File: src/rtl/dmem_arbiter.sv
`default_nettype none
// ============================================================================
//  Module   : dmem_arbiter
//  Purpose  : Round-robin arbiter with bounded lock in front of a 2**AW x DW
//             single-ported data memory shared by core (A) and loader (B).
//  Revision : 1.0 - initial release
// ============================================================================
module dmem_arbiter #(
    parameter int DW       = 16,
    parameter int AW       = 4,
    parameter int MAX_LOCK = 4
) (
    input  logic          clk,
    input  logic          sys_rst,
    input  logic          req_a,
    input  logic          req_b,
    input  logic          we_a,
    input  logic          we_b,
    input  logic          lock_a,
    input  logic          lock_b,
    input  logic [AW-1:0] addr_a,
    input  logic [AW-1:0] addr_b,
    input  logic [DW-1:0] wdata_a,
    input  logic [DW-1:0] wdata_b,
    output logic          gnt_a,
    output logic          gnt_b,
    output logic          rvalid_a,
    output logic          rvalid_b,
    output logic [DW-1:0] rdata_a,
    output logic [DW-1:0] rdata_b,
    output logic          conflict
);

    typedef enum logic [1:0] {
        OWN_NONE = 2'd0,
        OWN_A    = 2'd1,
        OWN_B    = 2'd2
    } owner_t;

    localparam int         c_DEPTH    = 2**AW;
    localparam logic [3:0] c_MAX_LOCK = 4'(MAX_LOCK);

    owner_t        r_owner, w_owner_nxt;
    logic [3:0]    r_lock_cnt, w_lock_cnt_nxt;
    logic          r_last_b, w_last_b_nxt;
    logic          w_gnt_a, w_gnt_b, w_break;
    logic          w_held_a, w_held_b, w_sat;
    logic          r_rvalid_a, r_rvalid_b;
    logic [DW-1:0] r_rdata_a, r_rdata_b;
    logic [DW-1:0] r_mem [c_DEPTH];

    logic          w_acc_en, w_acc_we;
    logic [AW-1:0] w_acc_addr;
    logic [DW-1:0] w_acc_wdata, w_rd_word;

    assign w_held_a = (r_owner == OWN_A) && req_a;
    assign w_held_b = (r_owner == OWN_B) && req_b;
    assign w_sat    = (r_lock_cnt == c_MAX_LOCK);

    always_comb begin
        w_gnt_a = 1'b0;
        w_gnt_b = 1'b0;
        w_break = 1'b0;
        if (!sys_rst) begin
            if (req_a && !req_b) begin
                w_gnt_a = 1'b1;
            end else if (req_b && !req_a) begin
                w_gnt_b = 1'b1;
            end else if (req_a && req_b) begin
                if (w_held_a) begin
                    w_break = w_sat;
                    w_gnt_a = !w_sat;
                    w_gnt_b = w_sat;
                end else if (w_held_b) begin
                    w_break = w_sat;
                    w_gnt_b = !w_sat;
                    w_gnt_a = w_sat;
                end else begin
                    w_gnt_a = r_last_b;
                    w_gnt_b = !r_last_b;
                end
            end
        end
    end

    always_comb begin
        w_owner_nxt    = r_owner;
        w_lock_cnt_nxt = r_lock_cnt;
        w_last_b_nxt   = r_last_b;
        // Owner walking away from the memory gives the lock up.
        if ((r_owner == OWN_A && !req_a) || (r_owner == OWN_B && !req_b)) begin
            w_owner_nxt    = OWN_NONE;
            w_lock_cnt_nxt = 4'd0;
        end
        if (w_gnt_a) w_last_b_nxt = 1'b0;
        if (w_gnt_b) w_last_b_nxt = 1'b1;
        if (w_break) begin
            w_owner_nxt    = OWN_NONE;
            w_lock_cnt_nxt = 4'd0;
        end else if (w_gnt_a) begin
            if (lock_a) begin
                w_owner_nxt    = OWN_A;
                w_lock_cnt_nxt = (r_owner != OWN_A) ? 4'd1 :
                                 (r_lock_cnt >= c_MAX_LOCK) ? c_MAX_LOCK : r_lock_cnt + 4'd1;
            end else begin
                w_owner_nxt    = OWN_NONE;
                w_lock_cnt_nxt = 4'd0;
            end
        end else if (w_gnt_b) begin
            if (lock_b) begin
                w_owner_nxt    = OWN_B;
                w_lock_cnt_nxt = (r_owner != OWN_B) ? 4'd1 :
                                 (r_lock_cnt >= c_MAX_LOCK) ? c_MAX_LOCK : r_lock_cnt + 4'd1;
            end else begin
                w_owner_nxt    = OWN_NONE;
                w_lock_cnt_nxt = 4'd0;
            end
        end
    end

    assign w_acc_en    = w_gnt_a | w_gnt_b;
    assign w_acc_we    = w_gnt_a ? we_a    : we_b;
    assign w_acc_addr  = w_gnt_a ? addr_a  : addr_b;
    assign w_acc_wdata = w_gnt_a ? wdata_a : wdata_b;
    assign w_rd_word   = r_mem[w_acc_addr];

    always_ff @(posedge clk) begin
        if (sys_rst) begin
            r_owner    <= OWN_NONE;
            r_lock_cnt <= 4'd0;
            r_last_b   <= 1'b1;
            r_rvalid_a <= 1'b0;
            r_rvalid_b <= 1'b0;
            r_rdata_a  <= '0;
            r_rdata_b  <= '0;
            for (int i = 0; i < c_DEPTH; i++) begin
                r_mem[i] <= '0;
            end
        end else begin
            r_owner    <= w_owner_nxt;
            r_lock_cnt <= w_lock_cnt_nxt;
            r_last_b   <= w_last_b_nxt;
            r_rvalid_a <= w_gnt_a & ~we_a;
            r_rvalid_b <= w_gnt_b & ~we_b;
            if (w_acc_en && w_acc_we) r_mem[w_acc_addr] <= w_acc_wdata;
            if (w_gnt_a && !we_a)     r_rdata_a <= w_rd_word;
            if (w_gnt_b && !we_b)     r_rdata_b <= w_rd_word;
        end
    end

    assign gnt_a    = w_gnt_a;
    assign gnt_b    = w_gnt_b;
    assign conflict = req_a & req_b;
    assign rvalid_a = r_rvalid_a;
    assign rvalid_b = r_rvalid_b;
    assign rdata_a  = r_rdata_a;
    assign rdata_b  = r_rdata_b;

endmodule
`default_nettype wire

File: config.mk
export PLATFORM = sky130hd
export DESIGN_NAME = dmem_arbiter
export DESIGN_NICKNAME = d
export VERILOG_FILES = /design/src/rtl/dmem_arbiter.sv
export SDC_FILE = /design/constraint.sdc
export NUM_CORES = 1
export LEC_CHECK = 0
export ABC_AREA = 1
export CAP_MARGIN = 20
export CORE_MARGIN = 3
export CORE_UTILIZATION = 40
export DETAILED_ROUTE_END_ITERATION = 8
export DONT_BUFFER_PORTS = 1
export PLACE_DENSITY = 0.5
export SETUP_SLACK_MARGIN = 0.1
export SYNTH_ARGS = -nofsm -noshare
export SYNTH_HDL_FRONTEND = slang
export SYNTH_SLANG_ARGS = --single-unit
File: constraint.sdc
create_clock -name clk -period 3.75 [get_ports clk]
set_clock_uncertainty 0.1 [all_clocks]
set_input_delay 0.1875 -clock clk [delete_from_list [all_inputs] [get_ports clk]]
set_output_delay 0.1875 -clock clk [all_outputs]
set_load 0.005 [all_outputs]
## Word-level counts from Yosys, hierarchy flattened

Memory sizes are Yosys's and may differ from the RTL's.
Index checks and enable logic that the tools add are counted.

| storage, ports and cells | value |
|---|---|
| input port bits | 48 |
| word-level logic and storage cells | 84 |
| memories | 1 |
| output and inout port bits | 37 |
| memory bits (writable) | 256 |
| bits in registers | 41 |

Memories:

| name | words | width | rd ports | clocked after Yosys merged registers in | wr ports | RTL line | text |
|---|---|---|---|---|---|---|---|
| r_mem | 16 | 16 | 1 | 0 | 16 | 50 | `logic [DW-1:0] r_mem [c_DEPTH];` |

| cells by class | value |
|---|---|
| bitwise gates (word level) | 6 |
| $lt $le $gt $ge | 1 |
| reductions and logical operators | 21 |
| muxes and demuxes | 42 |
| equal/unequal tests | 5 |
| add/subtract/negate cells | 1 |

Operator list:

| kind | count |
|---|---|
| $mux W4 | 10 |
| $mux W16 | 2 |
| $mux W1 | 26 |
| $reduce_or A16 Y1 | 1 |
| $logic_and A1 B1 Y1 | 10 |
| $mux W2 | 4 |
| $logic_not A1 Y1 | 6 |
| $add A4 B1 Y4 const B | 1 |
| $eq A4 B3 Y1 const B | 1 |
| $ge A4 B3 Y1 const B | 1 |
| $reduce_or A2 Y1 | 2 |
| $and A1 B1 Y1 | 3 |
| $reduce_bool A3 Y1 | 1 |
| $eq A2 B1 Y1 const B | 1 |
| $eq A2 B2 Y1 const B | 1 |
| $ne A2 B1 Y1 const B | 1 |
| $ne A2 B2 Y1 const B | 1 |
| $not A1 Y1 | 2 |
| $logic_or A1 B1 Y1 | 1 |
| $or A1 B1 Y1 | 1 |

## Logic depth before layout (Yosys ltp)

Gate-level depths: netlist (run 1).

| depth | value |
|---|---|
| depth after elaboration | 15 |
| gate-level depth with buffers | 21 |
| depth with buffers taken out | 19 |

## Worst setup path after synthesis (run 1)

Ideal clock, no wire load.

| path | value |
|---|---|
| path type | flip-flop to flip-flop |
| start point | reg r_lock_cnt[0] |
| end point | mem r_mem[7][0], enable pin |
| path buffers | 1 |
| setup time | 0.372 ns |
| path slack | 0.821 ns |
| required time | 3.278 ns |
| stages on the path, launching flop included | 16 |
| period minus slack after synthesis | 2.929 ns |
| data arrival time | 2.457 ns |
| cells stage by stage | dfxtp_1 inv_1 ha_1 nand2_1 nor2_1 nand2_1 nand2_1 nand2_1 nand2_2 nand3_4 o21ai_4 inv_2 nor3_4 nand2_4 buf_6 nand2_1 |

RTL lines:

| item | RTL line | text |
|---|---|---|
| start: declaration | 44 | `logic [3:0] r_lock_cnt, w_lock_cnt_nxt;` |
| start signal: assignment | 141 | `r_lock_cnt <= w_lock_cnt_nxt;` |
| end: declaration | 50 |  |

## Worst setup path after layout (run 1)

| path | value |
|---|---|
| start point | reg r_lock_cnt[0] |
| end point | reg r_rdata_a[7], in the netlist rdata_a[7] |

| between the ends | value |
|---|---|
| longest elaborated chain between the ends | 9 |
| elaborated cells between the ends (all ways) | 11 |
| those cells by class | eq/ne (1); mux (7); reduce/logical (2); memory (1) |

Ends and longest elaborated chain:

| item | RTL line | text |
|---|---|---|
| $eq A4 B3 Y1 * | 58 | `assign w_sat = (r_lock_cnt == c_MAX_LOCK);` |
| $mux W1 or $logic_not A1 Y1 (tied branches) | 74, 72 |  |
| $mux W1 * | 70 | `if (w_held_a) begin` |
| $mux W1 * | 69 | `end else if (req_a && req_b) begin` |
| $mux W1 * | 67 | `end else if (req_b && !req_a) begin` |
| $mux W1 * | 65 | `if (req_a && !req_b) begin` |
| $mux W1 * | 64 | `if (!sys_rst) begin` |
| $mux W4 | 123 | `assign w_acc_addr = w_gnt_a ? addr_a : addr_b;` |
| $mem_v2 Z16 W16 | - |  |
| end signal: assignment | 146 | `if (w_gnt_a && !we_a) r_rdata_a <= w_rd_word;` |
| end: declaration | 49 | `logic [DW-1:0] r_rdata_a, r_rdata_b;` |

Every way passes the cells marked *; elsewhere a longest branch is shown, timed or not.
A chain may end at the register's enable or synchronous reset.

==> metrics.md, run 1 <==
| Metric | Value |
|---|---|
| Status | completed |
| HP Class | primary input to flop |
| Buffers on Ports | 0 |
| Cell Count, Final, Fillers Out | 2052 |
| R2R setup slack | 0.37 ns |
| Leakage | 7.04 nW |
| Combinational Power Share | 0.118 |
| Mapped Area | 14100 um2 |
| Number of I/O pins | 85 |
| Max Cap Viol | 0 |
| Core Footprint | 34600 um2 |
| Clk pwr share | 0.408 |
| CP max FO | 48 |
| Clock buffer depth | 3 |
| Final net count | 1622 |
| Final WL | 44100 um |
| Sequential fraction of the synthesis area | 0.604 |
| Die Area | 37500 um2 |
| Critical Path AT | 3.74 ns |
| DRT iter0 DRCs | 1071 |
| CTS tree | built |
| R2R Path Start | r_lock_cnt[0]$_SDFFE_PP0P_ |
| RSZ-0062 raised after global routing | true |
| Critical Path End Type | flop |
| Ys async rst share | 0 |
| GRT Overall Usage | 0.231 |
| Final HPWL DP | 27400 um |
| Setup TNS Final | 0 ns |
| Final hold violation count | 0 |
| Htree depth | 2 |
| Root buffer cell | clkbuf_16 |
| FF+latch count, synth | 297 |
| Routability cong. | 0.839 |
| Final setup violation count | 0 |
| Mapped Cells | 1571 |
| Sw Pwr | 2.12 mW |
| Dpl cells | 1978 |
| Avg Cell Area, Syn | 8.97 um2 |
| Initial antenna violation count | 0 |
| Reg2reg path depth | 19 |
| Dpl cell area | 14600 um2 |
| Fin area | 15800 um2 |
| Hold endpoint | r_lock_cnt[3]$_SDFFE_PP0P_ |
| Peak VDD IR | 0.000369 V |
| Ant diodes | 0 |
| Share of cells above drive strength 1 | 0.125 |
| Internal | 5.89 mW |
| Post-synth top flop | edfxtp_1 |
| Std cell rows | 68 |
| EDFF count, synth | 256 |
| Syn-to-layout area delta | 12.4% |
| Vias in the first global route | 10300 |
| GRT overflow | 0 |
| First-pass GRT wire length | 66600 um |
| Largest net degree at the start of global routing | 65 |
| Fmax | 296 MHz |
| CTS Buf Count | 35 |
| Die Height | 194 um |
| Slew Viols, Final | 0 |
| Synthesis Warnings | 0 |
| Synth cell types | 31 |
| Pwr Total | 8.01 mW |
| DRT antenna net count | 0 |
| Die width | 194 um |
| Detailed-router iteration count before antenna repair | 5 |
| Drt wl/cell | 21.5 um |
| Worst EP required | 4.11 ns |
| Post-Syn Nets | 1621 |
| Sequential fraction of design power | 0.475 |
| FF-to-FF End | rdata_a[7]$_SDFFE_PP0P_ |
| Starting density of the core | 0.407 |
| Critical path class | flop to flop |
| Clock transition at path regs | 0.06 ns |
| CP Launch Type | flop |
| Fin crit share | 0.901 |
| Vias | 10800 |
| Switch share | 0.265 |
| Cells on Worst Hold Path | 4 |
| # clock sinks | 297 |
| Min cycle time layout | 3.38 ns |
| Slew margin rel. | 0.482 |
| Tightest Pin Transition | 0.777 ns |
| Clk_lat worst skew | 0.53 ns |
| Vias/cell | 5.28 |
| Final Util | 0.457 |
| DR DRC count | 0 |
| Hold Startpoint | req_a |
| Power per cell area | 506 nW/um2 |
## cell families (layout without fill, tap and decap cells)
family | count (synthesis) | count (layout) | synth area share
adder cells (fa/ha/maj) | 2 | 2 | 0.00178
AO/OA/AOI/OAI | 45 | 45 | 0.0177
AND/OR/NAND/NOR | 1083 | 1083 | 0.320
flip-flops | 297 | 297 | 0.604
buffers and inverters | 128 | 154 | 0.0453
multiplexers | 16 | 16 | 0.0114
## through the flow
stage | setup slack (ns) | hold WS (ns)
3_5_place_dp | 0.234 | 0.235
2_1_floorplan | 0.821 | 0.221
3_3_place_gp | 0.217 | 0.226
6_report | 0.370 | 0.0248
4_1_cts | 0.215 | 0.0153
5_1_grt | 0.0837 | 0.0295
## placed cells by master, fill, tap and decap left out
cell,instances
a21oi_1,4
a31oi_1,1
buf_12,1
buf_4,57
buf_6,1
bufinv_16,2
clkbuf_1,8
clkbuf_16,36
clkbuf_8,1
clkinv_1,10
clkinv_2,4
clkinv_8,1
dfxtp_1,41
dlygate4sd3_1,10
edfxtp_1,256
ha_1,2
inv_1,17
inv_2,5
inv_6,1
mux2i_2,16
nand2_1,630
nand2_2,16
nand2_4,9
nand3_1,146
nand3_4,1
nand4_1,2
nor2_1,229
nor2_2,43
nor3_1,2
nor3_4,4
o21ai_0,33
o21ai_1,1
o21ai_4,1
o22a_1,1
o22ai_1,3
o2bb2ai_1,1
or2_0,1
## power by group through the flow
stage	Combinational [mW]	Sequential, mW	Clock, mW
6_report	0.943	3.80	3.27
5_1_grt	1.03	3.82	3.43
2_1_floorplan	0.577	3.85	0
3_3_place_gp	0.928	3.87	0
4_1_cts	0.940	3.80	3.31
3_5_place_dp	0.929	3.87	0
## area by class of cell
type	count	area, um2
well taps	455	569
repair buffers	69	559
inverters	23	86.3
clock inverters	17	139
clock buffers	45	945
flip-flops and latches	297	8510
fillers	3300	18800
multi-input cells	1146	5030
## registers in the layout (all words and copies together) (netlist names)
name,flops
r_mem,256
rdata_a,16
rdata_b,16
r_lock_cnt,4
r_owner,2
r_last_b,1
rvalid_a,1
rvalid_b,1
## worst max path at each step
stage,end,startpoint,slack (ns)
after global routing,rdata_a[7]$_SDFFE_PP0P_,r_lock_cnt[0]$_SDFFE_PP0P_,0.08
after global placement,rdata_a[0]$_SDFFE_PP0P_,r_lock_cnt[0]$_SDFFE_PP0P_,0.22
after detailed placement,r_mem[2][2]$_SDFFCE_PN0P_,r_lock_cnt[0]$_SDFFE_PP0P_,0.23
after floorplan,r_mem[7][0]$_SDFFCE_PN0P_,r_lock_cnt[0]$_SDFFE_PP0P_,0.82
final,rdata_a[7]$_SDFFE_PP0P_,r_lock_cnt[0]$_SDFFE_PP0P_,0.37
after CTS,r_mem[2][4]$_SDFFCE_PN0P_,r_lock_cnt[0]$_SDFFE_PP0P_,0.21
## repair_timing
action | CTS | global route
setup buffers | 0 | 2
endpoints found under the setup margin | 0 | 174
hold endpoints to repair | 39 | 0
hold buffers | 10 | 0
gates resized for setup | 0 | 6
## Yosys cell counts, types with 3 or more instances
| master | n | area share |
|---|---|---|
| buf_1 | 6 | 0.0016 |
| a21oi_1 | 4 | 0.0014 |
| nand2_1 | 636 | 0.17 |
| edfxtp_1 | 256 | 0.55 |
| nand3_1 | 146 | 0.052 |
| mux2i_1 | 16 | 0.011 |
| clkbuf_1 | 36 | 0.0096 |
| o21ai_0 | 33 | 0.012 |
| dfxtp_1 | 41 | 0.058 |
| inv_2 | 5 | 0.0013 |
| buf_6 | 9 | 0.0072 |
| nand2_4 | 8 | 0.0064 |
| buf_2 | 45 | 0.016 |
| nor2_2 | 42 | 0.019 |
| nor2_1 | 230 | 0.061 |
| nor3_4 | 4 | 0.0046 |
| inv_1 | 17 | 0.0045 |
| nand2_2 | 11 | 0.0049 |
| o22ai_1 | 3 | 0.0013 |
| buf_4 | 9 | 0.0048 |
## layer usage
metal | up-vias | wire length, um | track usage | share of wire
li1 | 5131 | - | - | -
met1 | 5248 | 20400 | 0.354 | 0.46
met2 | 400 | 19200 | 0.343 | 0.44
met3 | 51 | 3720 | 0.0441 | 0.084
met4 | 0 | 801 | 0.0474 | 0.018
met5 | - | 0 | 0 | 0
## critical path: stages, from the launching register on
cell	delay (ns)
dfxtp_1	0.31
inv_1	0.12
ha_1	0.16
nand2_1	0.06
nor2_1	0.16
nand2_1	0.09
nand2_1	0.06
nand2_1	0.06
nand2_2	0.10
nand3_4	0.17
nand2_1	0.16
o21ai_4	0.09
inv_2	0.31
buf_4	0.56
nand2_1	0.26
nand2_1	0.12
nand2_1	0.05
nand2_1	0.15
o21ai_0	0.14
nand2_1	0.08
Power figures use the tool's default switching activity.
==> inputs of run 2 (changes only) <==
- CORE_ASPECT_RATIO: not set -> 0.7
==> run 2 against run 1 <==
  * Count of clock-buffer cells in the layout shrank 4
  * Utilization grew 0.96 points
  * Sequential power is essentially flat
  * Critical path depth shrank 2
  * Register-to-register slack lost 0.03 ns
  * Non-clock buffer count grew 16
  * Critical endpoint is now r_mem[12][10]$_SDFFCE_PN0P_
  * Largest power group unchanged
  * First-iteration DRC count grew 15%
  * Via count grew 0.65%
  * Setup slack lost 0.028 ns
  * Sequential share of layout area shrank 0.33 points
==> metrics.md, run 2 (synthesized netlist as in run 1, its figures left out) <==
| Metric | Value |
|---|---|
| Vias | 10900 |
| Drt wl/cell | 21.6 um |
| Vias in the first global route | 10100 |
| Die Area | 37600 um2 |
| Vias/cell | 5.26 |
| Initial antenna violation count | 1 |
| Buf/Inv on CP | 5 |
| Worst path top cell family by delay | simple AND/OR/NAND/NOR gates |
| First-pass GRT wire length | 66600 um |
| Setup ws final | 0.341 ns |
| Top reg by flops | r_mem |
| CP Launch Type | flop |
| Setup TNS Final | 0 ns |
| Clk_lat worst skew | 0.57 ns |
| Pwr Total | 8.02 mW |
| Filler cells | 3366 |
| Dpl cell area | 14700 um2 |
| Min cycle time layout | 3.41 ns |
| Routability cong. | 0.834 |
| Final WL | 44800 um |
| Buffers on Ports | 0 |
| DRT iter0 DRCs | 1229 |
| Share of cells above drive strength 1 | 0.131 |
| Fin area | 15900 um2 |
| GRT Overall Usage | 0.238 |
| Power per cell area | 503 nW/um2 |
| Root buffer cell | clkbuf_16 |
| Htree depth | 1 |
| Std cell rows | 56 |
| Final net count | 1634 |
| Critical path class | flop to flop |
| Critical Path AT | 3.57 ns |
| Peak VDD IR | 0.000309 V |
| Clock transition at path regs | 0.06 ns |
| CP max FO | 20 |
| Status | completed |
| Slew margin rel. | 0.448 |
| Fmax | 293 MHz |
| Largest register FFs | 256 |
| Starting density of the core | 0.413 |
| Die width | 230 um |
| CTS tree | built |
| Final hold violation count | 0 |
| Syn-to-layout area delta | 13.1% |
| Commonest non-fill, non-tap cell in the layout | nand2_1 |
| Final Util | 0.467 |
| Largest net degree at the start of global routing | 65 |
| Critical Path End Type | flop |
| # clock sinks | 297 |
| Tightest Pin Transition | 0.828 ns |
| GRT overflow | 0 |
| Slew Viols, Final | 0 |
| Dpl cells | 2000 |
| Cell Count, Final, Fillers Out | 2072 |
| Most frequent cells in the layout | nand2_1, edfxtp_1, nor2_1, nand3_1, buf_4 |
| Final HPWL DP | 28500 um |
| Die Height | 163 um |
| Ant diodes | 0 |
| Critical path's slowest cell | buf_4 |
| Number of I/O pins | 85 |
| Worst slack at placement | 0.332 ns |
| Leakage | 7.08 nW |
| DR DRC count | 0 |
| Detailed-router iteration count before antenna repair | 5 |
| Fin crit share | 0.909 |
| Cell mode on critical path | nand2_1 |
| CTS Buf Count | 31 |
| Crit path cell chain | inv_1 > ha_1 > nand2_1 > nor2_1 > nor2_1 > nor2_1 > nand2_2 > nand3_4 > buf_4 > nand2_1 > nand2_1 > inv_1 > nor2_1 > buf_12 > nand2_1 > nand2_1 > buf_4 |
| Max Cap Viol | 0 |
| Hold WS | 0.0325 ns |
| Crit path largest cell delay | 0.36 ns |
| Final setup violation count | 0 |
| Core Footprint | 34100 um2 |
| DRT antenna net count | 0 |
| RSZ-0062 raised after global routing | true |
| HP Class | primary input to flop |
| Clock buffer depth | 3 |
| Worst EP required | 3.92 ns |
[run 2: changes by cell type in the layout (fill, tap and decap cells not counted), sizes merged]
cell | before | now
dlygate4sd3 | 10 | 13
inv | 23 | 22
clkinv | 15 | 10
clkinvlp | 0 | 2
clkbuf | 45 | 41
bufinv | 2 | 5
buf | 59 | 72
[run 2: path summary, 6_finish.rpt]
path / startpoint / end / slack, ns / depth (start not counted)
min: wdata_b[4] / r_mem[6][4]$_SDFFCE_PN0P_ / 0.03 / 3
max: r_lock_cnt[0]$_SDFFE_PP0P_ / r_mem[12][10]$_SDFFCE_PN0P_ / 0.34 / 17
max reg2reg: r_lock_cnt[0]$_SDFFE_PP0P_ / r_mem[12][10]$_SDFFCE_PN0P_ / 0.34 / 17
min reg2reg: r_owner[0]$_SDFFE_PP0P_ / r_owner[0]$_SDFFE_PP0P_ / 0.39 / 2
[run 2: area by class of cell]
cell class                      count  area, um2  area share
Sequential cell                   297       8510       0.534
Inverter                           23       86.3     0.00542
Timing Repair Buffer               85        683      0.0429
Clock inverter                     16        205      0.0129
Multi-Input combinational cell   1146       5020       0.315
Clock buffer                       41        853      0.0535
Tap cell                          464        581      0.0364
[run 2: per-layer routing]
layer  up-vias  part of all wire  track usage
met2       408              0.42        0.344
met5         -                 0            0
met3        57             0.083       0.0514
li1       5137                 -            -
met4         0             0.019       0.0470
met1      5298              0.48        0.369
[run 2: worst reg2reg max path: cells and delay by family (launching register included)]
| kind | cells | cell delay (ns) |
|---|---|---|
| buffers and inverters | 5 | 1.04 |
| and+or+nand+nor | 11 | 1.50 |
| adders and majority gates | 1 | 0.17 |
| DFF | 1 | 0.31 |
[run 2: what timing repair did]
action,CTS,global route
hold buffers,13,0
resized for setup,0,0
setup endpoints to repair,0,21
endpoints found under the hold margin,41,0
buffers inserted,0,2
[run 2: report_power, final]
group / internal [mW] / leakage [nW] / switching, mW
Sequential: 3.74 / 2.93 / 0.0577
Clock: 1.93 / 0.515 / 1.32
Combinational: 0.238 / 3.64 / 0.729
Total: 5.92 / 7.08 / 2.11
==> inputs of run 3 (changes only) <==
- PLACE_DENSITY: 0.5 -> 0.62
==> run 3 against run 2 <==
  * Register-to-register slack better by 0.04 ns
  * Combinational power down 5.0%
  * Via count up 0.69%
  * Non-clock buffer count down 4
  * Critical path type unchanged
  * Largest cell class unchanged
==> metrics.md, run 3 (synthesized netlist as in run 1, its figures left out) <==
| Metric | Value |
|---|---|
| Die Height | 163 um |
| Cell mode on critical path | nand2_1 |
| Fin area | 15800 um2 |
| DRT iter0 DRCs | 1375 |
| # clock sinks | 297 |
| Top reg by flops | r_mem |
| Fmax | 297 MHz |
| Final net count | 1630 |
| Vias/cell | 5.31 |
| Largest net degree at the start of global routing | 65 |
| Critical Path End Type | flop |
| Drt wl/cell | 19.9 um |
| Std cell rows | 56 |
| Die width | 230 um |
| Reg2reg path depth | 17 |
| Status | completed |
| First-pass GRT wire length | 61800 um |
| Initial antenna violation count | 2 |
| Routability cong. | 0.915 |
| Pwr Total | 7.73 mW |
| GRT Overall Usage | 0.216 |
| Starting density of the core | 0.413 |
| Cells on Worst Hold Path | 3 |
| CTS Buf Count | 31 |
| Share of cells above drive strength 1 | 0.122 |
| FF-to-FF End | r_mem[14][1]$_SDFFCE_PN0P_ |
| Slew Viols, Final | 0 |
| Slew margin rel. | 0.517 |
| Hold WS | 0.0115 ns |
| Htree depth | 1 |
| Critical path's slowest cell | nor3_4 |
| Most frequent cells in the layout | nand2_1, edfxtp_1, nor2_1, nand3_1, buf_4 |
| Number of I/O pins | 85 |
| Tightest Pin Transition | 0.724 ns |
| CP Launch Type | flop |
| Detailed-router iteration count before antenna repair | 5 |
| Final setup violation count | 0 |
| Buffers on Ports | 0 |
| GRT overflow | 0 |
| Peak VDD IR | 0.000314 V |
| Hold Startpoint | wdata_b[0] |
| Crit. path cell count | 17 |
| Clock transition at path regs | 0.06 ns |
| Final WL | 41200 um |
| Crit path largest cell delay | 0.44 ns |
| Dpl cell area | 14600 um2 |
| R2R setup slack | 0.38 ns |
| Hold endpoint | r_mem[10][0]$_SDFFCE_PN0P_ |
| Critical path class | flop to flop |
| CTS tree | built |
| Die Area | 37600 um2 |
| Vias | 11000 |
| DRT antenna net count | 0 |
| Fin crit share | 0.899 |
| HP Class | primary input to flop |
| RSZ-0062 raised after global routing | false |
| Final HPWL DP | 26700 um |
| R2R Path Start | r_lock_cnt[0]$_SDFFE_PP0P_ |
| Syn-to-layout area delta | 12.3% |
| Worst path top cell family by delay | simple AND/OR/NAND/NOR gates |
| Critical Path AT | 3.52 ns |
| Core Footprint | 34100 um2 |
| Clock buffer depth | 3 |
| Final hold violation count | 0 |
| Vias in the first global route | 10200 |
| Largest register FFs | 256 |
| Root buffer cell | clkbuf_16 |
| Leakage | 7.05 nW |
| Min cycle time layout | 3.37 ns |
| Commonest non-fill, non-tap cell in the layout | nand2_1 |
| Power per cell area | 489 nW/um2 |
| CP max FO | 17 |
| Worst EP required | 3.90 ns |
| Buf/Inv on CP | 3 |
| Setup TNS Final | 0 ns |
| Max Cap Viol | 0 |
| Crit path cell chain | inv_1 > ha_1 > nand2_1 > nor2_1 > nor2_1 > nor2_1 > nand2_2 > nand2_1 > nand3_1 > inv_1 > nand2_1 > nand2_1 > nand2_2 > nor3_4 > nand2_4 > nand2_1 > buf_4 |
| DR DRC count | 0 |
| Clk_lat worst skew | 0.58 ns |
run 3: cell count changes in the layout (fill, tap and decap cells not counted), sizes merged:
cell / previous run / this run
buf: 72 / 62
dlygate4sd3: 13 / 19
clkbuf: 41 / 36
clkinv: 10 / 13
bufinv: 5 / 3
clkinvlp: 2 / 4
diode: 0 / 1
inv: 22 / 23
run 3: what timing repair did:
action	CTS	global route
resized for setup	0	5
endpoints found under the setup margin	0	121
hold buffers	18	1
endpoints found under the hold margin	58	2
setup buffers	0	3
run 3: where the power goes:
group	internal [mW]	total [mW]	leakage [nW]	switching (mW)
clock	1.72	3.01	0.468	1.29
sequential	3.75	3.81	2.93	0.0629
combinational	0.233	0.919	3.65	0.686
run 3: worst reg2reg max path: stages, from the launching register on:
cell and delay (ns):
dfxtp_1 0.32, inv_1 0.12, ha_1 0.17, nand2_1 0.05
nor2_1 0.15, nor2_1 0.08, nor2_1 0.12, nand2_2 0.11
nand2_1 0.07, nand3_1 0.09, inv_1 0.20, nand2_1 0.09
nand2_1 0.08, nand2_2 0.16, nor3_4 0.44, nand2_4 0.27
nand2_1 0.13, buf_4 0.26
run 3: worst max-delay path by stage:
stage | from | to | slack (ns)
2_1_floorplan | r_lock_cnt[0]$_SDFFE_PP0P_ | r_mem[7][0]$_SDFFCE_PN0P_ | 0.82
3_3_place_gp | r_lock_cnt[0]$_SDFFE_PP0P_ | r_mem[1][3]$_SDFFCE_PN0P_ | 0.36
3_5_place_dp | r_lock_cnt[0]$_SDFFE_PP0P_ | r_mem[4][6]$_SDFFCE_PN0P_ | 0.31
4_1_cts | r_lock_cnt[0]$_SDFFE_PP0P_ | r_mem[4][6]$_SDFFCE_PN0P_ | 0.29
5_1_grt | r_lock_cnt[0]$_SDFFE_PP0P_ | r_mem[14][4]$_SDFFCE_PN0P_ | 0.21
6_report | r_lock_cnt[0]$_SDFFE_PP0P_ | r_mem[14][1]$_SDFFCE_PN0P_ | 0.38
run 3: area by class of cell:
type	count	area (um2)
Inverter	23	86.3
Multi-Input combinational cell	1146	5010
Fill cell	3255	18300
Timing Repair Buffer	81	668
Tap cell	464	581
Sequential cell	297	8510
Clock buffer	36	795
Antenna cell	1	2.50
Clock inverter	20	181
run 3: metal layers:
layer,global-route usage,up-vias,routed length [um]
li1,-,5135,-
met1,0.317,5200,18300
met2,0.315,571,17100
met3,0.0528,67,4450
met4,0.0702,2,1320
met5,0,-,17
run 3: stage by stage:
step	instances	utilization	setup WS [ns]
2_1_floorplan	1571	-	0.821
3_3_place_gp	1989	0.428	0.362
3_5_place_dp	1989	0.428	0.310
4_1_cts	2063	0.462	0.286
5_1_grt	2068	0.464	0.214
6_report	2068	0.464	0.380
